===== src/rtl/rv32i_pkg.sv =====
// Shared RV32I constants and types used by the fetch path and its helpers.
package rv32i_pkg;

  localparam int XLEN = 32;
  localparam logic [XLEN-1:0] INSTR_NOP        = 32'h0000_0013;
  localparam logic [XLEN-1:0] RESET_PC_DEFAULT = 32'h0000_0000;

  typedef enum logic {
    ST_RUN  = 1'b0,
    ST_TRAP = 1'b1
  } fetch_state_e;

  function automatic logic [XLEN-1:0] word_align(input logic [XLEN-1:0] a);
    return {a[XLEN-1:2], 2'b00};
  endfunction

endpackage


===== src/rtl/imem_fetch_ctrl_if.sv =====
// Fetch-side bundle: instruction-memory port, redirect input and decode handshake.
interface imem_fetch_ctrl_if;
  import rv32i_pkg::*;

  logic [XLEN-1:0] imem_addr;
  logic [XLEN-1:0] imem_rdata;
  logic            redirect_valid;
  logic [XLEN-1:0] redirect_pc;
  logic            out_valid;
  logic            out_ready;
  logic [XLEN-1:0] out_pc;
  logic [XLEN-1:0] out_instr;
  logic            out_misalign;

  modport master (
    output imem_addr, out_valid, out_pc, out_instr, out_misalign,
    input  imem_rdata, redirect_valid, redirect_pc, out_ready
  );

  modport slave (
    input  imem_addr, out_valid, out_pc, out_instr, out_misalign,
    output imem_rdata, redirect_valid, redirect_pc, out_ready
  );

endinterface


===== src/rtl/fetch_skid_buf.sv =====
// One-entry pc/instruction holding buffer; flush beats capture beats drain.
module fetch_skid_buf
  import rv32i_pkg::*;
(
  input  logic            clk,
  input  logic            rst,
  input  logic            flush,
  input  logic            capture,
  input  logic            drain,
  input  logic [XLEN-1:0] in_pc,
  input  logic [XLEN-1:0] in_instr,
  output logic            valid,
  output logic [XLEN-1:0] pc,
  output logic [XLEN-1:0] instr
);

  logic            valid_q, valid_d;
  logic [XLEN-1:0] pc_q, pc_d;
  logic [XLEN-1:0] instr_q, instr_d;

  always_comb begin
    valid_d = valid_q;
    pc_d    = pc_q;
    instr_d = instr_q;
    if (flush) begin
      valid_d = 1'b0;
    end else if (capture) begin
      valid_d = 1'b1;
      pc_d    = in_pc;
      instr_d = in_instr;
    end else if (drain) begin
      valid_d = 1'b0;
    end
  end

  always_ff @(posedge clk) begin
    if (rst) begin
      valid_q <= 1'b0;
      pc_q    <= '0;
      instr_q <= '0;
    end else begin
      valid_q <= valid_d;
      pc_q    <= pc_d;
      instr_q <= instr_d;
    end
  end

  assign valid = valid_q;
  assign pc    = pc_q;
  assign instr = instr_q;

endmodule


===== src/rtl/imem_fetch_ctrl.sv =====
// Instruction fetch sequencer: word addresses to a 1-cycle imem, skid-buffered
// decode handshake, redirects. Option macro: FETCH_MISALIGN_TRAP_EN.
//
// state   | meaning
// ST_RUN  | normal sequential fetch
// ST_TRAP | misaligned redirect taken; fetch halted until the next redirect
module imem_fetch_ctrl
  import rv32i_pkg::*;
#(
  parameter logic [XLEN-1:0] RESET_PC = RESET_PC_DEFAULT
) (
  input logic               clk,
  input logic               rst,
  imem_fetch_ctrl_if.master fif
);

  logic [XLEN-1:0] pc_q, pc_d;
  logic [XLEN-1:0] inflight_pc_q, inflight_pc_d;
  logic            inflight_q, inflight_d;
  logic [XLEN-1:0] target;
  logic            redir, redir_misalign, in_trap;
  logic            issue, xfer, out_valid;
  logic            trap_out;
  logic [XLEN-1:0] trap_pc_out;
  logic            buf_valid, buf_capture, buf_drain;
  logic [XLEN-1:0] buf_pc, buf_instr;

  assign redir  = fif.redirect_valid;
  assign target = word_align(fif.redirect_pc);

`ifdef FETCH_MISALIGN_TRAP_EN
  fetch_state_e    state_q, state_d;
  logic            trap_pend_q, trap_pend_d;
  logic [XLEN-1:0] trap_pc_q, trap_pc_d;

  assign redir_misalign = redir && (fif.redirect_pc[1:0] != 2'b00);
  assign in_trap        = (state_q == ST_TRAP);
  assign trap_out       = trap_pend_q;
  assign trap_pc_out    = trap_pc_q;

  // The trap response is a single NOP beat; the state stays TRAP after it drains.
  always_comb begin
    state_d     = state_q;
    trap_pend_d = trap_pend_q;
    trap_pc_d   = trap_pc_q;
    if (redir) begin
      if (redir_misalign) begin
        state_d     = ST_TRAP;
        trap_pend_d = 1'b1;
        trap_pc_d   = fif.redirect_pc;
      end else begin
        state_d     = ST_RUN;
        trap_pend_d = 1'b0;
      end
    end else if (xfer && trap_pend_q) begin
      trap_pend_d = 1'b0;
    end
  end

  always_ff @(posedge clk) begin
    if (rst) begin
      state_q     <= ST_RUN;
      trap_pend_q <= 1'b0;
      trap_pc_q   <= '0;
    end else begin
      state_q     <= state_d;
      trap_pend_q <= trap_pend_d;
      trap_pc_q   <= trap_pc_d;
    end
  end
`else
  logic unused_redirect_lsb;
  assign unused_redirect_lsb = ^fif.redirect_pc[1:0];
  assign redir_misalign      = 1'b0;
  assign in_trap             = 1'b0;
  assign trap_out            = 1'b0;
  assign trap_pc_out         = '0;
`endif

  // A redirect masks out_valid, so no transfer can slip through in that cycle.
  assign out_valid   = (buf_valid | inflight_q | trap_out) & ~redir;
  assign xfer        = out_valid & fif.out_ready;
  assign issue       = ~in_trap & ~buf_valid & (~inflight_q | fif.out_ready);
  assign buf_capture = inflight_q & ~fif.out_ready & ~buf_valid;
  assign buf_drain   = buf_valid & xfer;

  always_comb begin
    pc_d          = pc_q;
    inflight_d    = 1'b0;
    inflight_pc_d = inflight_pc_q;
    if (redir) begin
      if (!redir_misalign) begin
        inflight_d    = 1'b1;
        inflight_pc_d = target;
        pc_d          = target + XLEN'(4);
      end
    end else if (issue) begin
      inflight_d    = 1'b1;
      inflight_pc_d = pc_q;
      pc_d          = pc_q + XLEN'(4);
    end
  end

  always_ff @(posedge clk) begin
    if (rst) begin
      pc_q          <= RESET_PC;
      inflight_q    <= 1'b0;
      inflight_pc_q <= RESET_PC;
    end else begin
      pc_q          <= pc_d;
      inflight_q    <= inflight_d;
      inflight_pc_q <= inflight_pc_d;
    end
  end

  fetch_skid_buf u_skid (
    .clk      (clk),
    .rst      (rst),
    .flush    (redir),
    .capture  (buf_capture),
    .drain    (buf_drain),
    .in_pc    (inflight_pc_q),
    .in_instr (fif.imem_rdata),
    .valid    (buf_valid),
    .pc       (buf_pc),
    .instr    (buf_instr)
  );

  assign fif.imem_addr    = redir ? target : pc_q;
  assign fif.out_valid    = out_valid;
  assign fif.out_pc       = trap_out ? trap_pc_out : (buf_valid ? buf_pc : inflight_pc_q);
  assign fif.out_instr    = trap_out ? INSTR_NOP : (buf_valid ? buf_instr : fif.imem_rdata);
  assign fif.out_misalign = trap_out;

endmodule

===== src/flat_wrapper.sv =====
// flat-port wrapper written by rule: the top's interface ports become plain ports
module imem_fetch_ctrl_flat import rv32i_pkg::*;
#(
  parameter logic [XLEN-1:0] RESET_PC = RESET_PC_DEFAULT
)
  (clk, rst, fif_imem_addr, fif_out_valid, fif_out_pc, fif_out_instr, fif_out_misalign, fif_imem_rdata, fif_redirect_valid, fif_redirect_pc, fif_out_ready);
  imem_fetch_ctrl_if fif_i ();
  input logic clk;
  input logic rst;
  output wire logic [$bits(fif_i.imem_addr)-1:0] fif_imem_addr;
  output wire logic [$bits(fif_i.out_valid)-1:0] fif_out_valid;
  output wire logic [$bits(fif_i.out_pc)-1:0] fif_out_pc;
  output wire logic [$bits(fif_i.out_instr)-1:0] fif_out_instr;
  output wire logic [$bits(fif_i.out_misalign)-1:0] fif_out_misalign;
  input wire logic [$bits(fif_i.imem_rdata)-1:0] fif_imem_rdata;
  input wire logic [$bits(fif_i.redirect_valid)-1:0] fif_redirect_valid;
  input wire logic [$bits(fif_i.redirect_pc)-1:0] fif_redirect_pc;
  input wire logic [$bits(fif_i.out_ready)-1:0] fif_out_ready;
  assign fif_imem_addr = fif_i.imem_addr;
  assign fif_out_valid = fif_i.out_valid;
  assign fif_out_pc = fif_i.out_pc;
  assign fif_out_instr = fif_i.out_instr;
  assign fif_out_misalign = fif_i.out_misalign;
  assign fif_i.imem_rdata = fif_imem_rdata;
  assign fif_i.redirect_valid = fif_redirect_valid;
  assign fif_i.redirect_pc = fif_redirect_pc;
  assign fif_i.out_ready = fif_out_ready;
  imem_fetch_ctrl #(.RESET_PC(RESET_PC)) u_core (.clk(clk), .rst(rst), .fif(fif_i));
endmodule

===== config.mk =====
export PLATFORM = sky130hd
export DESIGN_NAME = imem_fetch_ctrl_flat
export DESIGN_NICKNAME = d
export VERILOG_FILES = /design/src/rtl/rv32i_pkg.sv /design/src/rtl/imem_fetch_ctrl_if.sv /design/src/rtl/fetch_skid_buf.sv /design/src/rtl/imem_fetch_ctrl.sv /design/src/flat_wrapper.sv
export SDC_FILE = /design/constraint.sdc
export NUM_CORES = 1
export LEC_CHECK = 0
export CAP_MARGIN = 20
export CORE_MARGIN = 1.5
export CORE_UTILIZATION = 49
export CTS_CLUSTER_DIAMETER = 40
export DETAILED_ROUTE_END_ITERATION = 12
export PLACE_DENSITY = 0.81
export SYNTH_ARGS = -nofsm -noshare
export SYNTH_HDL_FRONTEND = slang
export SYNTH_SLANG_ARGS = --single-unit

===== constraint.sdc =====
create_clock -name clk -period 4.4 [get_ports clk]
set_input_delay 0.44 -clock clk [delete_from_list [all_inputs] [get_ports clk]]
set_output_delay 0.44 -clock clk [all_outputs]
set_load 0.02 [all_outputs]

# [Yosys cells after proc, flatten, opt, wreduce, memory -nomap -nowiden]
# Cells that the tools add are included.
[op_classes] add_sub_neg=2 mul=0 div_mod_pow=0 n_lt_le_gt_ge=0 n_eq_ne=0 shifts=0 n_mux=11 bitwise=12 n_reduce_logical=4
[op_table] operator="32-bit 2-to-1 mux" count=7
[op_table] operator="32-bit by 3-bit adder with 32-bit output, second input constant" count=2
[op_table] operator="1-bit AND" count=6
[op_table] operator="1-bit 2-to-1 mux" count=4
[op_table] operator="1-bit NOT" count=4
[op_table] operator="2-bit nonzero test" count=2
[op_table] operator="1-bit OR" count=2
[op_table] operator="2-bit AND reduction" count=1
[op_table] operator="2-bit OR reduction" count=1
[totals] ff_bits=130 latch_bits=0 ram_bits=0 rom_bits=0 in_bits=68 word_cells=36 mem_count=0

# [Logic depth before layout (Yosys ltp)]
# Gate-level depths: netlist (run 1).
[logic_depth] ltp_word=6 depth_mapped=12

# [Hierarchy]
# A second synthesis (run 1) with hierarchy kept.
[unflattened] cells_unflattened=797 area_unflattened_um2=7596.0
[by_module_without_submodules] mod="imem_fetch_ctrl" n_inst=1 cells_per_inst=501 area_each_um2=4327.9 seq_area_each_um2=1221.2
[by_module_without_submodules] mod="fetch_skid_buf" n_inst=1 cells_per_inst=296 area_each_um2=3268.1 seq_area_each_um2=1301.2

# [Worst setup path after synthesis (run 1)]
# No wires, ideal clock.
[synth_path] path_kind="input port to flip-flop" from="in fif_redirect_valid" to="reg u_core.pc_q[26]" setup_ns=0.117 arrival_ns=3.681 required_time_ns=4.283 slack_ns=0.602 stages=12 n_path_buf=5 path_cell_list="buf_6 -> buf_4 -> buf_2 -> buf_2 -> buf_1 -> mux2_2 -> ha_1 -> nand4_1 -> a22oi_1 -> nand4_2 -> or4_1 -> a32o_1"
[synth_between] elab_chain_cells=1 elab_cells_between_ends=2 cone_classes="mux (1); reduce/logical (1)"
[synth_rtl] element="start: declaration" line_no="flat_wrapper.sv:16" rtl="input wire logic [$bits(fif_i.redirect_valid)-1:0] fif_redirect_valid;"
[synth_rtl] element="32-bit 2-to-1 mux / 2-bit nonzero test (equally long branches)"
[synth_rtl] element="end signal: assignment" line_no="imem_fetch_ctrl.sv:110" rtl="pc_q <= pc_d;"
[synth_rtl] element="end: declaration" line_no="imem_fetch_ctrl.sv:17" rtl="logic [XLEN-1:0] pc_q, pc_d;"
# Parallel ways exist; a longest one is shown, timed or not.
# A chain may end at the register's enable or synchronous reset.

# [Final worst setup path (run 1)]
[layout_path] from="in fif_redirect_valid" to="out fif_imem_addr[20]"
[layout_between] elab_chain_cells=1
[layout_rtl] element="32-bit 2-to-1 mux" line_no="imem_fetch_ctrl.sv:129" rtl="assign fif.imem_addr = redir ? target : pc_q;"
[layout_rtl] element="end: declaration" line_no="flat_wrapper.sv:10" rtl="output wire logic [$bits(fif_i.imem_addr)-1:0] fif_imem_addr;"
# Every way passes these cells.

==> results.cfg, run 1 <==
[timing]
drv_slew = 0
max_slew_margin = 0.357
hold_slack_ns = 0.416
rsz0062_at_grt = no
clock_skew_ns = 0.0101
setup_viol = 0
max_slew.worst_pin.slew_ns = 0.965
hold_viol_final = 0
min_period_ns = 3.19
fmaxAchievable_mhz = 313
fin_crit_sh = 0.726
tns_ns = 0

[place]
place_area_mm2 = 0.00786
routabilityCongestion = 0.876
portBuffers = 158
place_inst = 1040
dp_hpwl_um = 11300

[worst_setup_path]
crit_slowest_cell = mux2i_1
worstRegToRegCells = 5
start_kind = input pin
max_stage_delay_ns = 0.63
cp_cell_sequence = buf_2, buf_4, mux2i_1, inv_1, clkdlybuf4s50_1
path_max_fanout = 38
startpoint = fif_redirect_valid
reg2reg_from = u_core.pc_q[11]
end_kind = primary output
path_class = in2out
required_ns = 3.96
crit_arrival_ns = 2.75

[detailed_routing]
drt_wl_total_um = 16900
drt-pass1-iter-count = 11
drc = 2
ant_nets = 0
drt-initial-drc-count = 514
vias_per_cell = 5.55
wl_per_cell_um = 15.8
num_vias = 5949

[die]
die_area_mm2 = 0.0134
pin_count = 166
die_height_um = 116
core-area_mm2 = 0.0125
fp.dieW_um = 116
start_util = 0.498
row_count = 41

[grt]
grt_max_degree = 86
grt_pass1_wl_um = 26600
grt_pass1_vias = 5324
antenna_found_initial = 0
grtUsageTotal = 0.251
grt-ovfl-total = 0

[synth]
synth_top_area_frac = 0.399
synth_seq_cells = 124
synth_edf_count = 0
syn_area_per_cell_um2 = 8.26
synth_area_leaders = dfxtp_1, mux2_2, nand2_1
yosysSeqAreaShare = 0.399
async_reset_ff_frac = 0
synthesis.area_mm2 = 0.00623
synth_cells = 754
synth_flop_cell = dfxtp_1
yosysWarnings = 0
yosysTopAreaCell = dfxtp_1
synthDistinctLibCells = 47

[final_layout]
fillerInstances = 1067
area_growth_pct = 35.4
antenna_cells = 0
final_cells = 1072
drive_above_1_share = 0.133
fin_area_mm2 = 0.00843
final_nets = 956

[hold_path]
hold_start = rst
whs_path_depth = 2
hp-class = in2reg

[cts]
cts_buffers = 17
ctsResizeCount = 0
clockRootBuffer = clkbuf_16
clk_pin_slew_ns = 0.05
insertion_delay_ns = 0.41
postCtsSetupRepairBufs = 0
cts_buffer_depth = 2
htree_levels = 4
cts_hold_buffers = 0
clock-sinks = 124
cts_tree = built

[power]
combPwrFrac = 0.187
power.density_mw_per_mm2 = 373
p_sw_frac = 0.265
internal_power_mw = 2.31
clkPwrFrac = 0.420
finalPower_mw = 3.15
peakVddDrop_v = 0.000197
p_leak_nw = 3.23
switchingPower_mw = 0.835
seqPwrFrac = 0.392

[status]
status = complete, but fails checks
violations = DRC

[job]
drv_cap = 0
==> cell usage after synthesis, types with 3 or more instances <==
master,instances
a22oi_1,5
a211oi_1,25
buf_4,7
inv_1,25
nand3_1,32
nand2_1,150
a32o_1,4
a31oi_1,4
nor4_1,4
nand4b_1,6
nor2_1,49
dfxtp_1,124
mux2_2,71
nor3_1,12
and3_1,5
a221oi_1,3
mux2i_1,22
a222oi_1,3
buf_1,3
nand4_1,16
clkbuf_1,43
or3_1,4
nand3b_1,8
a21oi_1,72
buf_2,4
o21ai_0,10
xor2_1,3
xnor2_1,12
==> layer usage <==
| layer | track usage | part of all wire |
|---|---|---|
| met5 | 0 | 0 |
| met4 | 0.0813 | 0.017 |
| met3 | 0.0575 | 0.077 |
| met2 | 0.395 | 0.45 |
| met1 | 0.344 | 0.45 |
==> registers in the layout, summed over array words and instances (netlist names) <==
name	cells
u_core.u_skid.instr	32
u_core.inflight_pc_q	30
u_core.pc_q	30
u_core.u_skid.pc	30
u_core.u_skid.valid	1
u_core.inflight_q	1
==> area by class of cell <==
class                           count  area [um2]  area share
Clock inverter                      6        58.8     0.00697
Multi-Input combinational cell    551        3420       0.406
Sequential cell                   124        2480       0.295
Clock buffer                       26         509      0.0604
Inverter                           25        93.8      0.0111
Timing Repair Buffer              168        1650       0.196
Tap cell                          172         215      0.0255
==> worst max-delay path: cells and delay by family <==
family | cells | cell delay [ns]
multiplexers | 1 | 0.63
buffers and inverters | 4 | 1.66
==> kinds of logic after synthesis <==
group,share of synthesized area
simple gates,0.217
compound gates,0.141
flops,0.399
mux,0.164
buf+inv,0.0562
xor+xnor,0.0211
fa+ha+maj,0.00201
other cells,0.000602
==> power by group through the flow <==
stage	registers, mW	clock network, mW	logic, mW
CTS	1.23	1.35	0.589
global placement	1.25	0	0.581
global route	1.24	1.40	0.630
detailed placement	1.26	0	0.584
floorplan	1.24	0	0.339
finish	1.24	1.32	0.589
==> worst paths after layout <==
path	end	slack, ns
worst max register to register	u_core.pc_q[26]	1.75
worst min register to register	u_core.u_skid.instr[0]	0.45
worst min-delay path	u_core.u_skid.pc[26]	0.42
worst max-delay path	fif_imem_addr[20]	1.21
==> cells in the final DEF (no fill, tap or decap), drive strengths merged, types with 2 or more instances in the layout <==
| cell type | synthesis | layout |
|---|---|---|
| a211o | 2 | 2 |
| a211oi | 25 | 25 |
| a21o | 2 | 2 |
| a21oi | 72 | 72 |
| a221oi | 3 | 3 |
| a222oi | 3 | 3 |
| a22oi | 5 | 5 |
| a311o | 2 | 2 |
| a31oi | 4 | 4 |
| a32o | 4 | 4 |
| and2 | 2 | 2 |
| and3 | 5 | 5 |
| buf | 15 | 12 |
| clkbuf | 43 | 26 |
| clkdlybuf4s50 | 0 | 156 |
| clkinv | 0 | 5 |
| conb | 1 | 5 |
| dfxtp | 124 | 124 |
| inv | 25 | 25 |
| mux2 | 71 | 71 |
| mux2i | 22 | 22 |
| nand2 | 150 | 150 |
| nand3 | 32 | 32 |
| nand3b | 9 | 9 |
| nand4 | 17 | 17 |
| nand4b | 6 | 6 |
| nor2 | 49 | 49 |
| nor3 | 12 | 12 |
| nor4 | 4 | 4 |
| o2111ai | 2 | 2 |
| o211ai | 2 | 2 |
| o21ai | 11 | 11 |
| o31ai | 2 | 2 |
| or2 | 2 | 2 |
| or3 | 4 | 4 |
| or4 | 2 | 2 |
| xnor2 | 12 | 12 |
| xor2 | 3 | 3 |
==> through the flow <==
stage                      util  setup slack (ns)
after floorplan               -             0.602
final                     0.674              1.21
after CTS                 0.674              1.21
after detailed placement  0.628              1.11
after global placement    0.628              1.13
after global routing      0.674              1.06
No activity file was read; power rests on OpenSTA's default activity.
==> run 2: changes to the inputs <==
==> constraint.sdc (replaced) <==
create_clock -name clk -period 3.1 [get_ports clk]
set_input_delay 0.31 -clock clk [delete_from_list [all_inputs] [get_ports clk]]
set_output_delay 0.31 -clock clk [all_outputs]
set_load 0.02 [all_outputs]
==> results.cfg, run 2 (same netlist as run 1, synthesis figures left out) <==
[worst_setup_path]
end_kind = primary output
path_delay_family = buffers and inverters
path_class = reg2out
start_kind = register
path_max_fanout = 45
cp_cell_sequence = buf_12, mux2_2, clkdlybuf4s50_1
crit_slowest_cell = dfxtp_2
crit_buf_inv = 2
crit_arrival_ns = 2.40
max_stage_delay_ns = 0.68
required_ns = 2.79

[hold_path]
hp-class = in2reg

[die]
die_height_um = 116
start_util = 0.498
fp.dieW_um = 116
pin_count = 166
core-area_mm2 = 0.0125
row_count = 41
die_area_mm2 = 0.0134

[cts]
insertion_delay_ns = 0.41
postCtsSetupRepairBufs = 0
cts_buffer_depth = 2
clock-sinks = 124
cts_tree = built
cts_buffers = 17
clk_pin_slew_ns = 0.05
clockRootBuffer = clkbuf_16
htree_levels = 4
ctsResizeCount = 0
cts_hold_buffers = 0

[grt]
grt_pass1_wl_um = 27000
grtUsageTotal = 0.256
grt_max_degree = 75
grt-ovfl-total = 0
grt_pass1_vias = 5524
antenna_found_initial = 0

[place]
portBuffers = 158
routabilityCongestion = 0.908
place_inst = 1055
dp_hpwl_um = 11500

[timing]
max_slew_margin = 0.465
hold_viol_final = 0
fin_crit_sh = 0.874
hold_slack_ns = 0.341
rsz0062_at_grt = no
clock_skew_ns = 0.00778
drv_slew = 0
setup_viol = 0
max_slew.worst_pin.slew_ns = 0.803
min_period_ns = 2.71
fmaxAchievable_mhz = 369
tns_ns = 0

[status]
status = finished clean

[detailed_routing]
drt_wl_total_um = 17000
ant_nets = 0
wl_per_cell_um = 15.6
drc = 0
num_vias = 5979
drt-pass1-iter-count = 7
drt-initial-drc-count = 412
vias_per_cell = 5.51

[final_layout]
area_growth_pct = 37.6
final_cells = 1085
largest_reg_flops = 32
final_cell_mix = clkdlybuf4s50_1, nand2_1, dfxtp_1, a21oi_1, mux2_2
final_common_cell = clkdlybuf4s50_1
post-route-util = 0.685
antenna_cells = 0
final_nets = 971
drive_above_1_share = 0.149

[job]
drv_cap = 0

[power]
power.density_mw_per_mm2 = 516
finalPower_mw = 4.42
p_leak_nw = 3.30
peakVddDrop_v = 0.000305
==> run 2: routing by layer <==
layer  vias to the layer above  GRT usage  wire length (um)
met3                        24     0.0617              1270
met5                         -          0                 0
li1                       2941          -                 -
met2                       234      0.410              7740
met1                      2780      0.339              7670
met4                         0     0.0935               272
==> run 2: final cells by class <==
class                           instances  area (um2)
Inverter                               25        93.8
Tap cell                              172         215
Clock buffer                           22         464
Sequential cell                       124        2480
Clock inverter                          8        70.1
Timing Repair Buffer                  183        1800
Multi-Input combinational cell        551        3450
Fill cell                            1088        3940
==> run 2: path summary, 6_finish.rpt <==
kind / end / slack, ns / depth (start not counted) / start
setup reg to reg: u_core.pc_q[26] / 0.79 / 7 / u_core.pc_q[2]
hold reg to reg: u_core.u_skid.pc[17] / 0.45 / 2 / u_core.u_skid.pc[17]
hold / removal: u_core.u_skid.pc[22] / 0.34 / 2 / rst
setup / recovery: fif_out_pc[16] / 0.39 / 3 / u_core.u_skid.valid
==> run 2: per-stage QoR <==
stage | worst slack (ns) | area, um2
2_1_floorplan | 0.0247 | 6290
3_3_place_gp | 0.407 | 8040
3_5_place_dp | 0.384 | 8040
4_1_cts | 0.367 | 8570
5_1_grt | 0.298 | 8570
6_report | 0.390 | 8570
==> run 2: report_power, final <==
group	total, mW	switching (mW)	leakage [nW]	internal (mW)
registers	1.75	0.0697	1.02	1.68
clock network	1.81	0.681	0.261	1.13
logic	0.859	0.446	2.02	0.413
total	4.42	1.20	3.30	3.22
==> run 2: worst register-to-register path: cells and delay by family, from the launching register on <==
| family | cells | cell delay, ns |
|---|---|---|
| AO/OA/AOI/OAI | 2 | 0.54 |
| flip-flops | 1 | 0.37 |
| AND/OR/NAND/NOR | 3 | 0.95 |
| multiplexers | 1 | 0.20 |
| adder cells (fa/ha/maj) | 1 | 0.15 |
